===== config.mk =====
export PLATFORM = sky130hd
export DESIGN_NAME = alu_logic_arbiter_flat
export DESIGN_NICKNAME = d
export VERILOG_FILES = /design/src/rtl/alu_logic_pkg.sv /design/src/rtl/alu_logic_arbiter_if.sv /design/src/rtl/alu_logic_arbiter_logic_unit.sv /design/src/rtl/alu_logic_arbiter.sv /design/src/flat_wrapper.sv
export SDC_FILE = /design/constraint.sdc
export NUM_CORES = 1
export LEC_CHECK = 0
export CAP_MARGIN = 5
export CORE_ASPECT_RATIO = 0.8
export CORE_MARGIN = 5
export CORE_UTILIZATION = 41
export DETAILED_ROUTE_END_ITERATION = 8
export HOLD_SLACK_MARGIN = 0.1
export PLACE_DENSITY = 0.79
export REMOVE_ABC_BUFFERS = 1
export SETUP_SLACK_MARGIN = 0.02
export SYNTH_ARGS = -nofsm -noshare
export SYNTH_HDL_FRONTEND = slang
export SYNTH_SLANG_ARGS = --single-unit

===== constraint.sdc =====
create_clock -name clk -period 1.6 [get_ports clk]
set_input_delay 0.32 -clock clk [delete_from_list [all_inputs] [get_ports clk]]
set_output_delay 0.32 -clock clk [all_outputs]
set_load 0.03 [all_outputs]

===== src/rtl/alu_logic_pkg.sv =====
// Shared definitions for the arbitrated bitwise logic unit.
package alu_logic_pkg;

  localparam int unsigned WIDTH_DEF = 16;

  typedef enum logic [1:0] {
    OP_AND  = 2'b00,
    OP_OR   = 2'b01,
    OP_XOR  = 2'b10,
    OP_NAND = 2'b11
  } op_e;

  typedef enum logic [1:0] {
    IDLE = 2'b00,
    EXEC = 2'b01,
    DONE = 2'b10
  } state_e;

  function automatic logic [1:0] grant_onehot(input logic id);
    return id ? 2'b10 : 2'b01;
  endfunction

endpackage


===== src/rtl/alu_logic_arbiter_if.sv =====
// Request/result bundle between the issue logic (master) and the shared logic unit (slave).
interface alu_logic_arbiter_if #(
  parameter int unsigned WIDTH = alu_logic_pkg::WIDTH_DEF
) ();

  logic [1:0]       req_valid;
  logic [1:0]       req_ready;
  logic [1:0]       req_op0;
  logic [WIDTH-1:0] req_a0;
  logic [WIDTH-1:0] req_b0;
  logic [1:0]       req_op1;
  logic [WIDTH-1:0] req_a1;
  logic [WIDTH-1:0] req_b1;
  logic             out_valid;
  logic             out_ready;
  logic [WIDTH-1:0] out_data;
  logic             out_id;
  logic             out_zero;
  logic             busy;

  modport master (
    output req_valid, req_op0, req_a0, req_b0, req_op1, req_a1, req_b1, out_ready,
    input  req_ready, out_valid, out_data, out_id, out_zero, busy
  );

  modport slave (
    input  req_valid, req_op0, req_a0, req_b0, req_op1, req_a1, req_b1, out_ready,
    output req_ready, out_valid, out_data, out_id, out_zero, busy
  );

endinterface


===== src/rtl/alu_logic_arbiter_logic_unit.sv =====
// Combinational bitwise AND/OR/XOR/NAND slice, one gate set per bit.
module logic_unit
  import alu_logic_pkg::*;
#(
  parameter int unsigned WIDTH = WIDTH_DEF
) (
  input  logic [1:0]       i_op,
  input  logic [WIDTH-1:0] i_a,
  input  logic [WIDTH-1:0] i_b,
  output logic [WIDTH-1:0] o_y
);

  logic [WIDTH-1:0] w_and;
  logic [WIDTH-1:0] w_or;
  logic [WIDTH-1:0] w_xor;

  for (genvar g = 0; g < WIDTH; g++) begin : g_bit
    assign w_and[g] = i_a[g] & i_b[g];
    assign w_or[g]  = i_a[g] | i_b[g];
    assign w_xor[g] = i_a[g] ^ i_b[g];
    // op[1] picks the XOR/NAND pair, op[0] the second member of each pair.
    assign o_y[g]   = i_op[1] ? (i_op[0] ? ~w_and[g] : w_xor[g])
                              : (i_op[0] ?  w_or[g]  : w_and[g]);
  end

endmodule


===== src/rtl/alu_logic_arbiter.sv =====
// Round-robin share of one logic unit between two requesters; one operation in flight at a time.
module alu_logic_arbiter
  import alu_logic_pkg::*;
#(
  parameter int unsigned WIDTH = WIDTH_DEF
) (
  input  logic              clk,
  input  logic              rst,
  alu_logic_arbiter_if.slave bus
);

  state_e           r_state;
  logic             r_last_grant;
  logic             r_id;
  logic [1:0]       r_op;
  logic [WIDTH-1:0] r_a;
  logic [WIDTH-1:0] r_b;
  logic             r_out_valid;
  logic [WIDTH-1:0] r_out_data;
  logic             r_out_id;
  logic             r_out_zero;
  logic             r_busy;

  logic             w_accept;
  logic             w_grant_id;
  logic [1:0]       w_sel_op;
  logic [WIDTH-1:0] w_sel_a;
  logic [WIDTH-1:0] w_sel_b;
  logic [WIDTH-1:0] w_y;

  // On a tie the requester that did not own the last handed-off result wins.
  assign w_grant_id = (&bus.req_valid) ? ~r_last_grant : bus.req_valid[1];
  assign w_accept   = (r_state == IDLE) && (|bus.req_valid) && !rst;

  assign bus.req_ready = w_accept ? grant_onehot(w_grant_id) : 2'b00;

  assign w_sel_op = w_grant_id ? bus.req_op1 : bus.req_op0;
  assign w_sel_a  = w_grant_id ? bus.req_a1  : bus.req_a0;
  assign w_sel_b  = w_grant_id ? bus.req_b1  : bus.req_b0;

  logic_unit #(
    .WIDTH(WIDTH)
  ) u_logic_unit (
    .i_op(r_op),
    .i_a (r_a),
    .i_b (r_b),
    .o_y (w_y)
  );

  always_ff @(posedge clk or posedge rst) begin
    if (rst) begin
      r_state      <= IDLE;
      r_last_grant <= 1'b1;
      r_id         <= 1'b0;
      r_op         <= 2'b00;
      r_a          <= '0;
      r_b          <= '0;
      r_out_valid  <= 1'b0;
      r_out_data   <= '0;
      r_out_id     <= 1'b0;
      r_out_zero   <= 1'b0;
      r_busy       <= 1'b0;
    end else begin
      unique case (r_state)
        IDLE: begin
          if (w_accept) begin
            r_op    <= w_sel_op;
            r_a     <= w_sel_a;
            r_b     <= w_sel_b;
            r_id    <= w_grant_id;
            r_busy  <= 1'b1;
            r_state <= EXEC;
          end
        end
        EXEC: begin
          r_out_data  <= w_y;
          r_out_zero  <= (w_y == '0);
          r_out_id    <= r_id;
          r_out_valid <= 1'b1;
          r_state     <= DONE;
        end
        DONE: begin
          // Fairness pointer moves on handoff only, so a stalled result keeps its priority slot.
          if (bus.out_ready) begin
            r_last_grant <= r_id;
            r_out_valid  <= 1'b0;
            r_busy       <= 1'b0;
            r_state      <= IDLE;
          end
        end
        default: r_state <= IDLE;
      endcase
    end
  end

  assign bus.out_valid = r_out_valid;
  assign bus.out_data  = r_out_data;
  assign bus.out_id    = r_out_id;
  assign bus.out_zero  = r_out_zero;
  assign bus.busy      = r_busy;

endmodule


===== src/flat_wrapper.sv =====
// flat-port wrapper written by rule: the top's interface ports become plain ports
module alu_logic_arbiter_flat import alu_logic_pkg::*;
#(
  parameter int unsigned WIDTH = WIDTH_DEF
)
  (clk, rst, bus_req_valid, bus_req_op0, bus_req_a0, bus_req_b0, bus_req_op1, bus_req_a1, bus_req_b1, bus_out_ready, bus_req_ready, bus_out_valid, bus_out_data, bus_out_id, bus_out_zero, bus_busy);
  alu_logic_arbiter_if #(.WIDTH(WIDTH)) bus_i ();
  input  logic clk;
  input  logic rst;
  input wire logic [$bits(bus_i.req_valid)-1:0] bus_req_valid;
  input wire logic [$bits(bus_i.req_op0)-1:0] bus_req_op0;
  input wire logic [$bits(bus_i.req_a0)-1:0] bus_req_a0;
  input wire logic [$bits(bus_i.req_b0)-1:0] bus_req_b0;
  input wire logic [$bits(bus_i.req_op1)-1:0] bus_req_op1;
  input wire logic [$bits(bus_i.req_a1)-1:0] bus_req_a1;
  input wire logic [$bits(bus_i.req_b1)-1:0] bus_req_b1;
  input wire logic [$bits(bus_i.out_ready)-1:0] bus_out_ready;
  output wire logic [$bits(bus_i.req_ready)-1:0] bus_req_ready;
  output wire logic [$bits(bus_i.out_valid)-1:0] bus_out_valid;
  output wire logic [$bits(bus_i.out_data)-1:0] bus_out_data;
  output wire logic [$bits(bus_i.out_id)-1:0] bus_out_id;
  output wire logic [$bits(bus_i.out_zero)-1:0] bus_out_zero;
  output wire logic [$bits(bus_i.busy)-1:0] bus_busy;
  assign bus_i.req_valid = bus_req_valid;
  assign bus_i.req_op0 = bus_req_op0;
  assign bus_i.req_a0 = bus_req_a0;
  assign bus_i.req_b0 = bus_req_b0;
  assign bus_i.req_op1 = bus_req_op1;
  assign bus_i.req_a1 = bus_req_a1;
  assign bus_i.req_b1 = bus_req_b1;
  assign bus_i.out_ready = bus_out_ready;
  assign bus_req_ready = bus_i.req_ready;
  assign bus_out_valid = bus_i.out_valid;
  assign bus_out_data = bus_i.out_data;
  assign bus_out_id = bus_i.out_id;
  assign bus_out_zero = bus_i.out_zero;
  assign bus_busy = bus_i.busy;
  alu_logic_arbiter #(.WIDTH(WIDTH)) u_core (.clk(clk), .rst(rst), .bus(bus_i));
endmodule

== Yosys cells after proc, flatten, opt, wreduce, memory -nomap -nowiden ==
Index checks and enable logic that the tools add are counted.
Cells by class
  reductions and logical operators: 14
  eq/ne operators: 4
  bitwise logic cells: 65
  multiplexer cells: 61
Operator list (count)
  $mux W1: 51
  $mux W16: 2
  $not A1 Y1: 17
  $and A1 B1 Y1: 16
  $logic_not A16 Y1: 1
  $or A1 B1 Y1: 16
  $xor A1 B1 Y1: 16
  $mux W2: 5
  $reduce_and A2 Y1: 5
  $pmux W2 S3: 1
  $pmux W1 S2: 2
  $reduce_bool A2 Y1: 2
  $reduce_and A3 Y1: 1
  $eq A2 B1 Y1 const B: 1
  $eq A2 B2 Y1 const B: 1
  $logic_and A1 B1 Y1: 2
  $logic_not A2 Y1: 1
  $ne A2 B1 Y1 const B: 1
  $ne A2 B2 Y1 const B: 1
  $reduce_or A2 Y1: 1
  $logic_not A1 Y1: 1
Word-level totals
  output and inout port bits: 22
  flip-flop bits (word level): 58
  bits of input ports: 73

== Longest topological paths before layout ==
Gate-level depths: netlist (run 1).
  word-level depth: 5
  gate-level depth with buffers: 6
  gate-level depth less buffers: 6

== Hierarchy ==
From an unflattened synthesis (run 1), not the netlist that was laid out.
Unflattened totals
  cells, all modules: 357
  area total of the unflattened synthesis: 3804.9 um2
Modules (own cells, without submodules)
  alu_logic_arbiter: area each 2539.9 um2, instances 1, cells an instance 225
  logic_unit: area each 1265.0 um2, instances 1, cells an instance 132

== Least setup slack after synthesis (run 1) ==
Ideal clock, no wire load.
  path type: register -> output
  start point: register u_core.r_state[1]
  end point: output bus_req_ready[0]
  arrival: 1.419 ns
  setup slack: -0.139 ns
  data required time: 1.280 ns
  cell stages (with the launch flop): 5
  cell sequence: dfrtp_1 -> nor3_1 -> o21ai_1 -> clkbuf_1 -> nor2_1
On the way
  cells in the longest elaborated chain, start to end: 4
RTL lines
  from (decl): RTL line alu_logic_arbiter.sv:12  | state_e r_state;
  from (signal assigned): RTL line alu_logic_arbiter.sv:52  | r_state <= IDLE;
  from (signal assigned): RTL line alu_logic_arbiter.sv:72  | r_state <= EXEC;
  from (signal assigned): RTL line alu_logic_arbiter.sv:80  | r_state <= DONE;
  $logic_not A2 Y1: RTL line alu_logic_arbiter.sv:33  | assign w_accept = (r_state == IDLE) && (|bus.req_valid) && !rst;
  $logic_and A1 B1 Y1 (2 in series): RTL line alu_logic_arbiter.sv:33
  $mux W2: RTL line alu_logic_arbiter.sv:35  | assign bus.req_ready = w_accept ? grant_onehot(w_grant_id) : 2'b00;
  to (decl): RTL line flat_wrapper.sv:18  | output wire logic [$bits(bus_i.req_ready)-1:0] bus_req_ready;
Every way passes these cells.

== Final worst setup path (run 1) ==
Ends and elaborated chain as after synthesis.

==> out/results.txt, run 1 <==
The flow ran to the end, but the final reports show violations. The final reports fail on setup timing. The initial antenna violation count was 0. In the synthesized netlist the dominant register cell turns out to be sky130_fd_sc_hd__dfrtp_1. The maximum number of pins on one net before global-route repair was 59; the effective utilization at floorplan was 41.8%.

The die is 95.9 um tall. Total congestion overflow after global routing: 0. The tightest hold path in the finished design has a slack of 0.353 ns. The overall via count from detail_route was 3015. The worst hold path belongs to the class input pin to async pin. The average size of a mapped cell is 10.3 um2, and the clock sink count is 58.

Summed over all cells, the static leakage comes to 2.78 nW. For the routed length on met3, the log shows 611 um. Signal routing reaches up to met4.

0 antenna diodes ended up in the layout. For this run, the register share of the synthesized area comes to 38.4%. The tools report the startpoint type of the worst setup path as a flop.

Average vias per placed instance: 4.84. The final layout contains routed wiring with a total length of 8.84 mm. The placed instances occupy a cell area of 5100 um2. For the worst setup path, the data required time is 1.28 ns. Post-placement worst setup slack: -0.325 ns.

The critical path in this run is classified as flop to output port. The buffer levels on the longest clock path was 2; the post-synthesis instance total was 367. The synthesis-to-layout area growth came out at 46.5%. The number of buffer cells added on primary ports came out at 94. The maximum clock frequency is 585 MHz, and the average detailed-routed wire length per instance is 14.2 um. TritonCTS built the clock tree. For the worst slew slack as a fraction of its limit, the log shows 77.5%.

In the synthesized netlist the async set-or-reset flop fraction comes to 100%. Across the run, the number of max-cap violations was 0. The run gives 3.72 mm as the sum of routed wire segments on met1. In this run the power density over the cells is 1630 nW/um2. The peak fanout along the critical path was 3. The total DRC errors in the routed layout came out at 0. In this run the number of H-tree levels came out at 3. The region available for standard cell placement spans 9040 um2.

The logs give 624 for the count of nets after finishing and 0 for the number of nets still failing antenna checks after routing. After layout, the worst path uses 107% of the clock period. The post-route minimum period was 1.71 ns. Detailed placement finished with a half-perimeter wire length of 6.57 mm. The number of synthesized flops with an enable pin works out to 0. Setup repair after global routing could not meet its margin everywhere. The total number of yosys warnings is 0, and the first-pass GRT wire length is 14.7 mm.

In the post-synthesis netlist, the biggest area contributors are sky130_fd_sc_hd__dfrtp_1 (38%), sky130_fd_sc_hd__ha_1 (16%), sky130_fd_sc_hd__mux4_1 (10%). Across every metal layer, demand over resource in global routing totals 16.4%. The clock reaches the later pin of the worst-skew pair after 0.32 ns.

Summed over all failing endpoints, the final setup total negative slack is -0.234 ns. On the final layout, the worst clock skew is 0.00271 ns. The number of inserted filler cells in the final layout is 727. At the pin with the least slew margin, the transition time is 0.338 ns.

In this run the horizontal extent of the chip is 117 um. For the final count of hold timing violations, the log shows 0. The area share of the largest cell type after synthesis works out to 37.7%.

CTS placed an instance of sky130_fd_sc_hd__clkbuf_16 at the clock tree root. The number of DRC violations after detailed-routing iteration 0 was 107; the via count of the first global-routing pass was 3133. Site row count: 31. The number of clock buffers added by TritonCTS is 9. The peak supply drop was 0.000937 V. The synthesized design contains 58 register bits.

Of all cell types, the one taking the most synthesized area is sky130_fd_sc_hd__dfrtp_1. The logs give 4.43 mm for the total length of routed met2 wires and 61.3% for the final cell utilization of the core. The total iterations of the first detailed-routing run is 5. The design area was 5540 um2. The smallest setup slack after layout was -0.110 ns. The die covers 11300 um2. Synthesis instantiated 30 different standard cells from the library. The run gives 3780 um2 as the synthesized area. The ratio of cells with drive above 1 in the final layout came out at 17.5%. The clock-pin transition on the worst setup and hold timing paths was 0.05 ns; the number of hold buffers added after cts was 0. The weighted congestion at the end of routability-driven global placement was 0.827. The worst setup path is captured at an output port. At the worst endpoint, the arrival time is 1.39 ns. 95 I/O pins were placed. Setup violations remaining at the end of the flow were counted as 3. The max-slew violation total from the final report is 0.
-- timing repair --
item | 4_1_cts | 5_1_grt
endpoints found under the setup margin | 23 | 11
gates resized for setup | 34 | 19
pin swaps | 5 | 3
buffers inserted | 6 | 8
gates cloned | 0 | 0
-- critical path: stages, from the launching register on --
cell and delay (ns):
sky130_fd_sc_hd__dfrtp_1 0.41, sky130_fd_sc_hd__nor3_4 0.20, sky130_fd_sc_hd__o21ai_4 0.10, sky130_fd_sc_hd__nor2_4 0.10, sky130_fd_sc_hd__buf_6 0.12, sky130_fd_sc_hd__buf_6 0.13
-- registers in the layout, indices dropped and copies added, names as in the netlist --
| name | count |
|---|---|
| u_core.bus.busy | 1 |
| u_core.r_last_grant | 1 |
| u_core.r_op | 2 |
| u_core.bus.out_valid | 1 |
| u_core.bus.out_id | 1 |
| u_core.r_id | 1 |
| u_core.r_b | 16 |
| u_core.bus.out_data | 16 |
| u_core.r_state | 2 |
| u_core.bus.out_zero | 1 |
| u_core.r_a | 16 |
-- power breakdown --
| part | internal, mW | total (mW) | switching [mW] |
|---|---|---|---|
| clock network | 1.40 | 2.06 | 0.664 |
| logic | 2.18 | 4.40 | 2.22 |
| registers | 2.09 | 2.58 | 0.486 |
| total | 5.67 | 9.04 | 3.37 |
-- stage by stage --
stage | power [mW] | cells
finish | 9.04 | 623
detailed placement | 6.83 | 593
global placement | 6.57 | 593
global route | 9.75 | 623
floorplan | 5.04 | 348
CTS | 8.95 | 615
-- cell families (layout without fill, tap and decap cells) --
logic type	count (synthesis)	count (layout)	synth area share, %
buf+inv	85	226	9.27
compound gates	58	58	8.31
mux	53	53	20.7
fa+ha+maj	48	48	15.9
flops	58	58	38.4
simple gates	65	65	7.42
-- cell usage after synthesis, types with 2 or more instances --
cell type,instances
sky130_fd_sc_hd__buf_2,6
sky130_fd_sc_hd__nand4_1,3
sky130_fd_sc_hd__mux4_1,15
sky130_fd_sc_hd__clkbuf_1,11
sky130_fd_sc_hd__o21ai_1,3
sky130_fd_sc_hd__nand2b_1,2
sky130_fd_sc_hd__nand2_1,52
sky130_fd_sc_hd__dfrtp_1,57
sky130_fd_sc_hd__mux2i_1,35
sky130_fd_sc_hd__a21oi_1,2
sky130_fd_sc_hd__inv_1,66
sky130_fd_sc_hd__nor2_1,2
sky130_fd_sc_hd__o21ai_0,49
sky130_fd_sc_hd__ha_1,48
-- final timing paths --
check,startpoint,end,slack [ns],cells after the start
max,u_core.r_state[1],bus_req_ready[0],-0.11,5
min reg2reg,u_core.bus.busy,u_core.bus.busy,0.47,2
max in group asynchronous,rst,u_core.r_state[0],0.96,4
min,rst,u_core.r_id,0.35,4
min in group clk,u_core.bus.busy,u_core.bus.busy,0.47,2
max reg2reg,u_core.r_b[2],u_core.bus.out_zero,-0.04,6
-- area by class of cell --
cell class	count	area, um2	area share, %
Multi-Input combinational cell	224	2010	36.3
Sequential cell	58	1450	26.2
Timing Repair Buffer	144	1360	24.6
Inverter	66	248	4.47
Clock buffer	11	243	4.38
Tap cell	115	144	2.60
Clock inverter	5	77.6	1.40
-- routing by layer --
metal	up-vias	GRT usage (%)
met5	-	0
met4	0	3.19
met3	12	6.35
met2	89	29.2
met1	1429	19.2
li1	1485	-
-- placed cells by master (no fill, tap or decap), drive strengths merged, types with 3 or more instances in the layout --
cell           count
buf               52
clkbuf            11
clkdlybuf4s50     69
dfrtp             57
dlygate4sd2       23
ha                48
inv               66
mux2               3
mux2i             35
mux4              15
nand2             52
nand4              4
o21ai             52
Power figures use the tool's default switching activity.
==> inputs of run 2 (changes only) <==
Settings changed: CORE_MARGIN 5 to 4.
==> out/results.txt, run 2 (synthesis gave the netlist of run 1 again) <==
The run gives 582 MHz (-0.44%) as the maximum clock frequency. Setup repair after global routing could not meet its margin everywhere. Class of the worst hold path: input pin to async pin. The run gives 28.1% (-0.4 points) as the sequential fraction of design power. The slew at the pin closest to its max-slew limit is 0.341 ns (+0.00310 ns), and the post-route minimum period is 1.72 ns (+0.00753 ns). The overall via count from detail_route is 3054 (+1.3%).

Number of standard cells in the final layout excluding fillers: 632 (+1.4%). The final cell utilization of the core is 62.7% (+1.4 points), and the cell-internal power is 5.64 mW (-0.53%). By startpoint and endpoint, the worst setup path is classified as flop to output port. The average vias per placed instance is 4.83 (-0.15%). Buffer cell driving the clock tree root: sky130_fd_sc_hd__clkbuf_16.

The number of buffer cells added on primary ports came out at 94 (unchanged). The tools report the site row count as 31 (unchanged). The met1 routing resource usage after global routing was 21.2% (+2.0 points). The via count of the first global-routing pass came out at 3216 (+2.6%). Switching share of power: 38.2% (+0.87 points).

Max-slew violation total from the final report: 0 (unchanged). The run gives 58 (unchanged) as the clock sink count. The worst register-to-register path begins at u_core.r_b[3]. The most critical setup path has its startpoint at u_core.r_state[1]. The library cells used most frequently in the layout, excluding fill and tap cells, are sky130_fd_sc_hd__clkdlybuf4s50_1 (70), sky130_fd_sc_hd__inv_1 (63), sky130_fd_sc_hd__dfrtp_1 (55), sky130_fd_sc_hd__nand2_1 (52), sky130_fd_sc_hd__ha_1 (47). For the combinational share of power, the log shows 52.7% (+4.0 points).

In this run the most used layer during global routing was met2. For the number of hold buffers added after cts, the log shows 0 (unchanged). The number of antenna cells inserted was 0 (unchanged); the count of max-cap constraint violations was 0 (unchanged). For the worst clock skew, the log shows 0.00698 ns (+0.00427 ns). STA classifies the critical path endpoint as an output port.

The logs give -0.118 ns (-0.00753 ns) for the smallest setup slack after layout and 10800 um2 (-3.8%) for the area of the die. Leading cell type in the layout, fill and taps excluded: sky130_fd_sc_hd__clkdlybuf4s50_1. The tools report the met3 global-route usage as 6.05% (-0.29 points). The flow ran to the end, but the final reports show violations. The number of failing setup endpoints in the final timing report is 3 (unchanged).

The clock-pin transition on the worst setup and hold timing paths works out to 0.05 ns (about the same). The first-pass GRT wire length came out at 14.9 mm (+1.3%). The number of nets still failing antenna checks after routing is 0 (unchanged), and the power spent charging and discharging nets is 3.48 mW (+3.2%). The peak fanout along the critical path was 3 (unchanged); the initial antenna violation count was 0 (unchanged). Final period utilization: 107% (+0.47 points). The average detailed-routed wire length per instance is 15.2 um (+7.4%), and the effective utilization at floorplan is 41.8% (unchanged).

The required time at the endpoint of the critical path was 1.28 ns (about the same); the number of DRC violations after detailed-routing iteration 0 was 129 (+21%). For the count of pins on the block boundary, the log shows 95 (unchanged). For the CTS H-tree depth, the log shows 3 (unchanged). The ratio of cells with drive above 1 in the final layout works out to 20.1% (+2.6 points). Die boundary width: 115 um (-1.7%). The peak supply drop was 0.000928 V (-0.96%); the total half-perimeter wirelength after legalization and detailed placement was 6.87 mm (+4.5%). The overall die height works out to 93.9 um (-2.1%). The run gives 0 (unchanged) as the total DRC errors in the routed layout. TritonCTS built the clock tree. The area growth from synthesis to layout is 50.0%.

The tools report the leakage power as 2.82 nW (+1.6%). For the core box area, the log shows 9040 um2 (unchanged). The logs give 593 (unchanged) for the total instance count after detailed placement and 0 (unchanged) for the total congestion overflow after global routing. The run gives 77.3% (-0.21 points) as the worst slew slack as a fraction of its limit. The checks that failed: setup timing. The total iterations of the first detailed-routing run was 4 (-1).

The clock share of power is 19.2% (-3.6 points). Maximum number of pins on one net before global-route repair: 59 (unchanged). The final count of hold timing violations was 0 (unchanged).

The tools report the startpoint type of the worst setup path as a flop. The overall routing resource usage was 17.9% (+1.5 points); the weighted congestion at the end of routability-driven global placement was 0.798 (-3.5%). The clock insertion delay at the later pin of the skew report came out at 0.32 ns (about the same). The endpoint arrival time on the critical path is 1.40 ns (about the same), and the CTS buffer count is 9 (unchanged). The power per unit of standard cell area is 1610 nW/um2 (-1.4%), and the met2 global-route usage is 31.5% (+2.2 points).

The buffer levels on the longest clock path is 2 (unchanged), and the count of nets after finishing is 633 (+1.4%). The routed wire length is 9.63 mm (+9.0%), and the total negative setup slack is -0.194 ns (+0.0407 ns).
==> run 2: cell count changes in the layout (fill, tap and decap cells not counted), sizes merged <==
cell	previous run	this run
clkdlybuf4s50	69	70
buf	52	59
clkinvlp	1	0
dlymetal6s2s	0	1
clkinv	2	0
dlygate4sd2	23	21
bufinv	2	0
clkbuf	11	18
==> run 2: layout make-up <==
cell class                 count  area, um2
clock buffer                  16        272
sequential                    58       1460
fill                         742       3370
timing repair buffer         153       1510
multi-input combinational    224       2040
tap                          115        144
inverter                      66        248
==> run 2: power groups by stage <==
stage	logic (mW)	registers [mW]	clock network [mW]
floorplan	1.98	3.06	0
global placement	4.02	2.57	0
detailed placement	4.27	2.62	0
CTS	4.60	2.55	1.80
global route	5.35	2.63	1.85
finish	4.80	2.56	1.75
==> run 2: critical path, stage by stage, from the launching register on <==
cell and delay [ns]:
sky130_fd_sc_hd__dfrtp_2 0.42, sky130_fd_sc_hd__nor3_4 0.20, sky130_fd_sc_hd__o21ai_4 0.12, sky130_fd_sc_hd__nor2_4 0.18
sky130_fd_sc_hd__buf_6 0.15
==> run 2: repair_timing <==
item,CTS,global route
cloned,0,2
setup endpoints to repair,23,30
buffers inserted,18,4
gates resized for setup,38,28
pin swaps,8,6
==> run 2: worst paths after layout <==
| kind | to | slack [ns] | cells after the start |
|---|---|---|---|
| max | bus_req_ready[0] | -0.12 | 4 |
| min | u_core.bus.out_data[7] | 0.28 | 3 |
| max reg2reg | u_core.bus.out_zero | -0.01 | 6 |
| min reg2reg | u_core.bus.busy | 0.47 | 2 |
| max in group asynchronous | u_core.r_last_grant | 1.03 | 3 |
| min in group clk | u_core.bus.busy | 0.47 | 2 |
==> run 2: through the flow <==
step / total power, mW / hold slack [ns] / area [um2] / setup slack, ns
finish: 9.12 / 0.282 / 5670 / -0.118
global route: 9.83 / 0.316 / 5670 / -0.168
CTS: 8.95 / 0.248 / 5510 / -0.187
detailed placement: 6.89 / 0.465 / 5120 / -0.366
global placement: 6.59 / 0.464 / 5120 / -0.349
floorplan: 5.04 / 0.427 / 3680 / -3.57
==> run 2: metal layers <==
layer | share of wire, % | up-vias
met5 | 0 | -
met4 | 0.84 | 0
met3 | 7.1 | 10
met2 | 51 | 92
met1 | 42 | 1454
li1 | - | 1498
